==> src/rtl/ether_rx.sv <==
// ether_rx: RMII receive front end; strips preamble/SFD and forwards the frame body as a valid-qualified dibit stream
module ether_rx #(
  parameter int MIN_PRE    = 8,
  parameter int MAX_DIBITS = 6096
) (
  input  logic       clk,
  input  logic       rst_n,
  input  logic       crsdv,
  input  logic [1:0] rxd,
  output logic       axiov,
  output logic [1:0] axiod,
  output logic       done,
  output logic       err
);
  localparam int DW = $clog2(MAX_DIBITS + 1);
  localparam logic [DW-1:0] MAXD = DW'(MAX_DIBITS);
  typedef enum logic [1:0] {IDLE, PRE, DATA, DROP} state_t;
  state_t r_state, w_state;
  logic [4:0] r_pre, w_pre;
  logic [DW-1:0] r_dib, w_dib;
  logic r_v, r_done, r_err, w_v, w_done, w_err;
  logic [1:0] r_d, w_d;
  always_ff @(posedge clk or negedge rst_n)
    if (!rst_n) begin
      r_state <= IDLE;
      r_pre   <= '0;
      r_dib   <= '0;
      r_v     <= 1'b0;
      r_d     <= 2'b00;
      r_done  <= 1'b0;
      r_err   <= 1'b0;
    end else begin
      r_state <= w_state;
      r_pre   <= w_pre;
      r_dib   <= w_dib;
      r_v     <= w_v;
      r_d     <= w_d;
      r_done  <= w_done;
      r_err   <= w_err;
    end
  always_comb begin
    w_state = r_state;
    w_pre   = r_pre;
    w_dib   = r_dib;
    w_v     = 1'b0;
    w_d     = 2'b00;
    w_done  = 1'b0;
    w_err   = 1'b0;
    case (r_state)
      IDLE: if (crsdv && rxd == 2'b01) begin
        w_state = PRE;
        w_pre   = 5'd1;
      end
      PRE:
        if (!crsdv) w_state = IDLE;
        else if (rxd == 2'b01) w_pre = (r_pre == 5'd31) ? r_pre : r_pre + 5'd1;
        else if (rxd == 2'b11 && r_pre >= 5'(MIN_PRE)) begin
          w_state = DATA;
          w_dib   = '0;
        end else w_state = DROP;
      DATA:
        if (!crsdv) begin
          w_state = IDLE;
          w_done  = 1'b1;
          w_err   = |r_dib[1:0];
        end else if (r_dib == MAXD) begin
          w_state = DROP;
          w_done  = 1'b1;
          w_err   = 1'b1;
        end else begin
          w_v   = 1'b1;
          w_d   = rxd;
          w_dib = r_dib + 1'b1;
        end
      DROP: if (!crsdv) w_state = IDLE;
    endcase
  end
  assign axiov = r_v;
  assign axiod = r_d;
  assign done  = r_done;
  assign err   = r_err;
endmodule

==> config.mk <==
export PLATFORM = sky130hd
export DESIGN_NAME = ether_rx
export DESIGN_NICKNAME = d
export VERILOG_FILES = /design/src/rtl/ether_rx.sv
export SDC_FILE = /design/constraint.sdc
export NUM_CORES = 1
export LEC_CHECK = 0
export BUFFER_PORTS_ARGS = -buffer_cell sky130_fd_sc_hd__buf_4
export CELL_PAD_IN_SITES_DETAIL_PLACEMENT = 1
export CELL_PAD_IN_SITES_GLOBAL_PLACEMENT = 2
export CORE_ASPECT_RATIO = 1.4
export CORE_MARGIN = 10
export CORE_UTILIZATION = 25
export CTS_BUF_LIST = sky130_fd_sc_hd__clkbuf_4 sky130_fd_sc_hd__clkbuf_8
export DETAILED_ROUTE_END_ITERATION = 10
export GPL_TIMING_DRIVEN = 0
export PLACE_DENSITY_LB_ADDON = 0.2
export RECOVER_POWER = 50
export SLEW_MARGIN = 20
export SYNTH_ARGS = -nofsm -noshare
export SYNTH_HDL_FRONTEND = slang
export SYNTH_SLANG_ARGS = --single-unit
==> constraint.sdc <==
create_clock -name clk -period 2.3 [get_ports clk]
set_clock_uncertainty 0.1 [all_clocks]
set_input_delay 0.345 -clock clk [delete_from_list [all_inputs] [get_ports clk]]
set_output_delay 0.345 -clock clk [all_outputs]
set_load 0.05 [all_outputs]
Yosys cells after proc, flatten, opt, wreduce, memory -nomap -nowiden
Cells that the tools add are included.
{"block": "totals", "output_inout_bits": 5, "ff_bits": 25, "word_cells": 67, "inputBits": 5}
{"block": "op_classes", "magnitude_cmp": 1, "n_reduce_logical": 9, "eq_ne": 18, "addsub": 2, "mux": 30}
{"op": "$mux 13", "n": 5}
{"op": "$pmux 13 s2", "n": 1}
{"op": "$mux 5", "n": 4}
{"op": "$mux 2", "n": 9}
{"op": "$ne 2x2->1 const B", "n": 9}
{"op": "$add 13x1->13 const B", "n": 1}
{"op": "$eq 13x13->1 const B", "n": 1}
{"op": "$pmux 5 s2", "n": 1}
{"op": "$mux 1", "n": 9}
{"op": "$pmux 2 s4", "n": 1}
{"op": "$eq 2x2->1 const B", "n": 3}
{"op": "$ne 3x3->1 const B", "n": 2}
{"op": "$reduce_and 6->1", "n": 1}
{"op": "$add 5x1->5 const B", "n": 1}
{"op": "$eq 5x5->1 const B", "n": 1}
{"op": "$ge 5x4->1 const B", "n": 1}
{"op": "$reduce_and 5->1", "n": 1}
{"op": "$eq 2x1->1 const B", "n": 2}
{"op": "$reduce_and 4->1", "n": 1}
{"op": "$reduce_bool 2->1", "n": 2}
{"op": "$logic_and 1x1->1", "n": 2}
{"op": "$logic_not 2->1", "n": 1}
{"op": "$reduce_or 2->1", "n": 1}

Depth between registers and ports, before layout
{"block": "depth", "depth_word": 6, "mapped_depth": 7, "depth_no_buf": 7}

Worst setup path after synthesis
No wires, ideal clock.
{"block": "synth_timing", "path_type": "register -> register", "from": "register r_dib[3]", "to": "register r_dib[1]", "n_path_buf": 0, "period_less_slack_ps": 1814, "path_stages_with_launch": 5, "setup_ps": 125, "path_slack_ps": 486, "t_arrival_ps": 1589, "required_time_ps": 2075, "path_cell_list": "dfrtp_1 -> or3_2 -> nor4_4 -> nor3_2 -> mux2_4"}
{"block": "synth_via", "elab_chain_len": 3}
{"element": "start: declaration", "line_no": "20", "rtl": "logic [DW-1:0] r_dib, w_dib;"}
{"element": "start signal: assignment", "line_no": "35", "rtl": "r_dib <= w_dib;"}
{"element": "$eq 13x13->1", "line_no": "66", "rtl": "end else if (r_dib == MAXD) begin"}
{"element": "$ne 2x2->1 (no line)"}
{"element": "$reduce_and 6->1 (no line)"}
No other way between the ends.
A chain may end at the register's enable or synchronous reset.

Worst setup path after layout
{"block": "layout_timing", "from": "register r_dib[0]", "to": "register r_dib[1]"}
{"block": "layout_via", "elab_chain_len": 4, "elab_cells_between_ends": 7, "classes_between": "add/sub (1); eq/ne (2); mux (3); reduce/logical (1)"}
{"element": "$add 13x1->13", "line_no": "73", "rtl": "w_dib = r_dib + 1'b1;"}
{"element": "$mux 13", "line_no": "66"}
{"element": "$mux 13", "line_no": "62", "rtl": "if (!crsdv) begin"}
{"element": "$pmux 13 s2", "line_no": "49", "rtl": "case (r_state)"}
Several ways; a longest one is shown, not always the timed one. The select of a mux whose other input is x is not followed.

==> results.tsv <==
metric	value	unit
status	completed	
slew_headroom	0.05709	
synth_common_cells	dfrtp_1, nor2_1, inv_1	
worst-endpoint-required	2360	ps
antenna_left	0	
ys_ff_latch	25	
track_usage	0.07679	
vias_per_cell	4.728	
drv_slew	0	
path_class	reg2reg	
drv_cap	0	
grt_max_degree	26	
fin_ws	311.9	ps
power_leakage	0.6883	nW
async_reset_ff_frac	1.000	
io_buffers	8	
die_w	81.79	µm
ys_seq_area_frac	0.4682	
grt_overflow	0	
wl	3064	µm
io_pins	10	
cts_resized	0	
core.rowCount	31	
r2r-end	r_dib[1]	
wl_per_cell	14.87	µm
synth_nets	137	
cts-root-buf	clkbuf_8	
initial_utilization	0.2571	
ys_types	35	
p_total	1.167	mW
place_congestion	0.7265	
grt_pass1_vias	1091	
drt-initial-drc-count	17	
synth.cell_area	1336	µm²
antenna_found_initial	0	
pre_cts_slack	272.0	ps
crit_path_start_kind	register	
netlist_instances	127	
rsz0062_at_grt	no	
dieArea	8711	µm²
yosys.area.top_type	dfrtp_1	
ctsHtreeMaxLevel	1	
synth-edff-count	0	
yosysWarnings	0	
grt_pass1_wl	5340	µm
seqCellArea	625.6	µm²
synth.area.top_cells	dfrtp_1, ha_1, xnor2_1, nor2_1, a22o_1	
synthMostInstantiatedCell	dfrtp_1	
fin_crit_sh	0.8644	
ir_drop	0.3451	mV
hold_class	in2reg	
area_growth_syn_to_layout	14.51	%
critical_path.reg2reg.startpoint	r_dib[0]	
clk_latency	270	ps
synth_ff_type	dfrtp_1	
drive_gt1_frac	0.1571	
postPlaceCellArea	1479	µm²
finalInstanceArea	1530	µm²
drc	0	
max_slew.worst_pin.slew	1414	ps
endpoint_kind	register	
diodes	0	
vias	974	
cts_buffers	3	
core-area	5197	µm²
setup_violations	0	
firstDrtPassIters	2	
reg2reg_slack	310	ps
finalHoldViolations	0	
power_density	762.7	nW/µm²
cp.arrival	2050	ps
hpwl	2302	µm
hp-start	rxd[1]	
hold-worst-slack	210.4	ps
holdPathEnd	axiod[1]	
path_max_fanout	5	
multi_input_area	645.6	µm²
die_y	106.5	µm
timing.fmax	503.0	MHz
syn_area_per_cell	10.52	µm²
fillers	612	
fin_tns_setup	0	ps
clock_path_buffers	2	
ff2ff_path_depth	6	
synth.top_cell.area_share	0.4682	
fin_crit	1988	ps
cts_sinks	25	
cts_tree	done	
nets	151	
whs_path_depth	2	
clk_pin_slew	90	ps
## report_power, final
part / total, mW / leakage (nW) / internal [mW] / switching [mW]
registers: 0.605 / 0.333 / 0.509 / 0.0962
clock network: 0.278 / 0.0262 / 0.136 / 0.142
logic: 0.284 / 0.329 / 0.129 / 0.155
total: 1.17 / 0.688 / 0.773 / 0.394
## kinds of logic (layout without fill, tap and decap cells)
group | after synthesis | in the layout | synth area share
AO/OA/AOI/OAI | 19 | 19 | 0.09644
XOR/XNOR | 7 | 7 | 0.04588
adder cells (fa/ha/maj) | 5 | 5 | 0.04682
buffers and inverters | 11 | 24 | 0.04869
flip-flops | 25 | 25 | 0.4682
multiplexers | 4 | 4 | 0.03371
AND/OR/NAND/NOR | 56 | 56 | 0.2603
## what timing repair did
action | in CTS | in global routing
endpoints found under the hold margin | 25 | 0
setup buffers | 0 | 0
hold buffers | 1 | 0
## worst max-delay path: stages, from the launching register on
cell,delay [ps]
dfrtp_1,430
inv_1,80
ha_1,210
nand4b_1,180
nor4_4,420
nor3_2,150
mux2_4,310
## state kept, by name (all words and copies together), names as in the netlist
register / count
done: 1
r_state: 2
err: 1
axiod: 2
axiov: 1
r_dib: 13
r_pre: 5
## through the flow
step,util,std cells
final,0.2944,206
after global routing,0.2944,206
after CTS,0.2959,206
after detailed placement,0.2845,201
after global placement,0.2845,201
after floorplan,-,127
## worst max-delay path by stage
stage	from	to
2_1_floorplan	r_dib[3]	r_dib[1]
3_3_place_gp	r_dib[0]	r_dib[1]
3_5_place_dp	r_dib[0]	r_dib[1]
4_1_cts	r_dib[0]	r_dib[1]
5_1_grt	rst_n	r_pre[4]
6_report	r_dib[0]	r_dib[1]
## layer usage
| layer | up-vias | track usage | wire length (µm) |
|---|---|---|---|
| met5 | - | 0 | 0 |
| met4 | 0 | 0.02927 | 44 |
| met3 | 4 | 0.01771 | 89 |
| met2 | 8 | 0.1270 | 1590 |
| met1 | 488 | 0.09267 | 1340 |
| li1 | 474 | - | - |
## final cells by class
type,instances,share of cell area
clock buffer,4,0.03189
buffer,3,0.02289
inverter,8,0.01962
timing repair buffer,9,0.04088
sequential,25,0.4088
multi-input combinational,91,0.4219
tap,66,0.05397
## layout by cell type, fill, tap and decap left out, types with 3 or more instances in the layout
cell type   n
dfrtp_1    25
nor2_1     15
inv_1       8
nand2_1     7
buf_4       7
xnor2_1     7
nor3_1      7
clkbuf_8    5
a21oi_1     5
ha_1        5
o21ai_0     4
nor4_1      4
a22o_1      4
nand4b_1    3
nand3_1     3
mux2i_1     3
(Power assumes the default switching activity.)
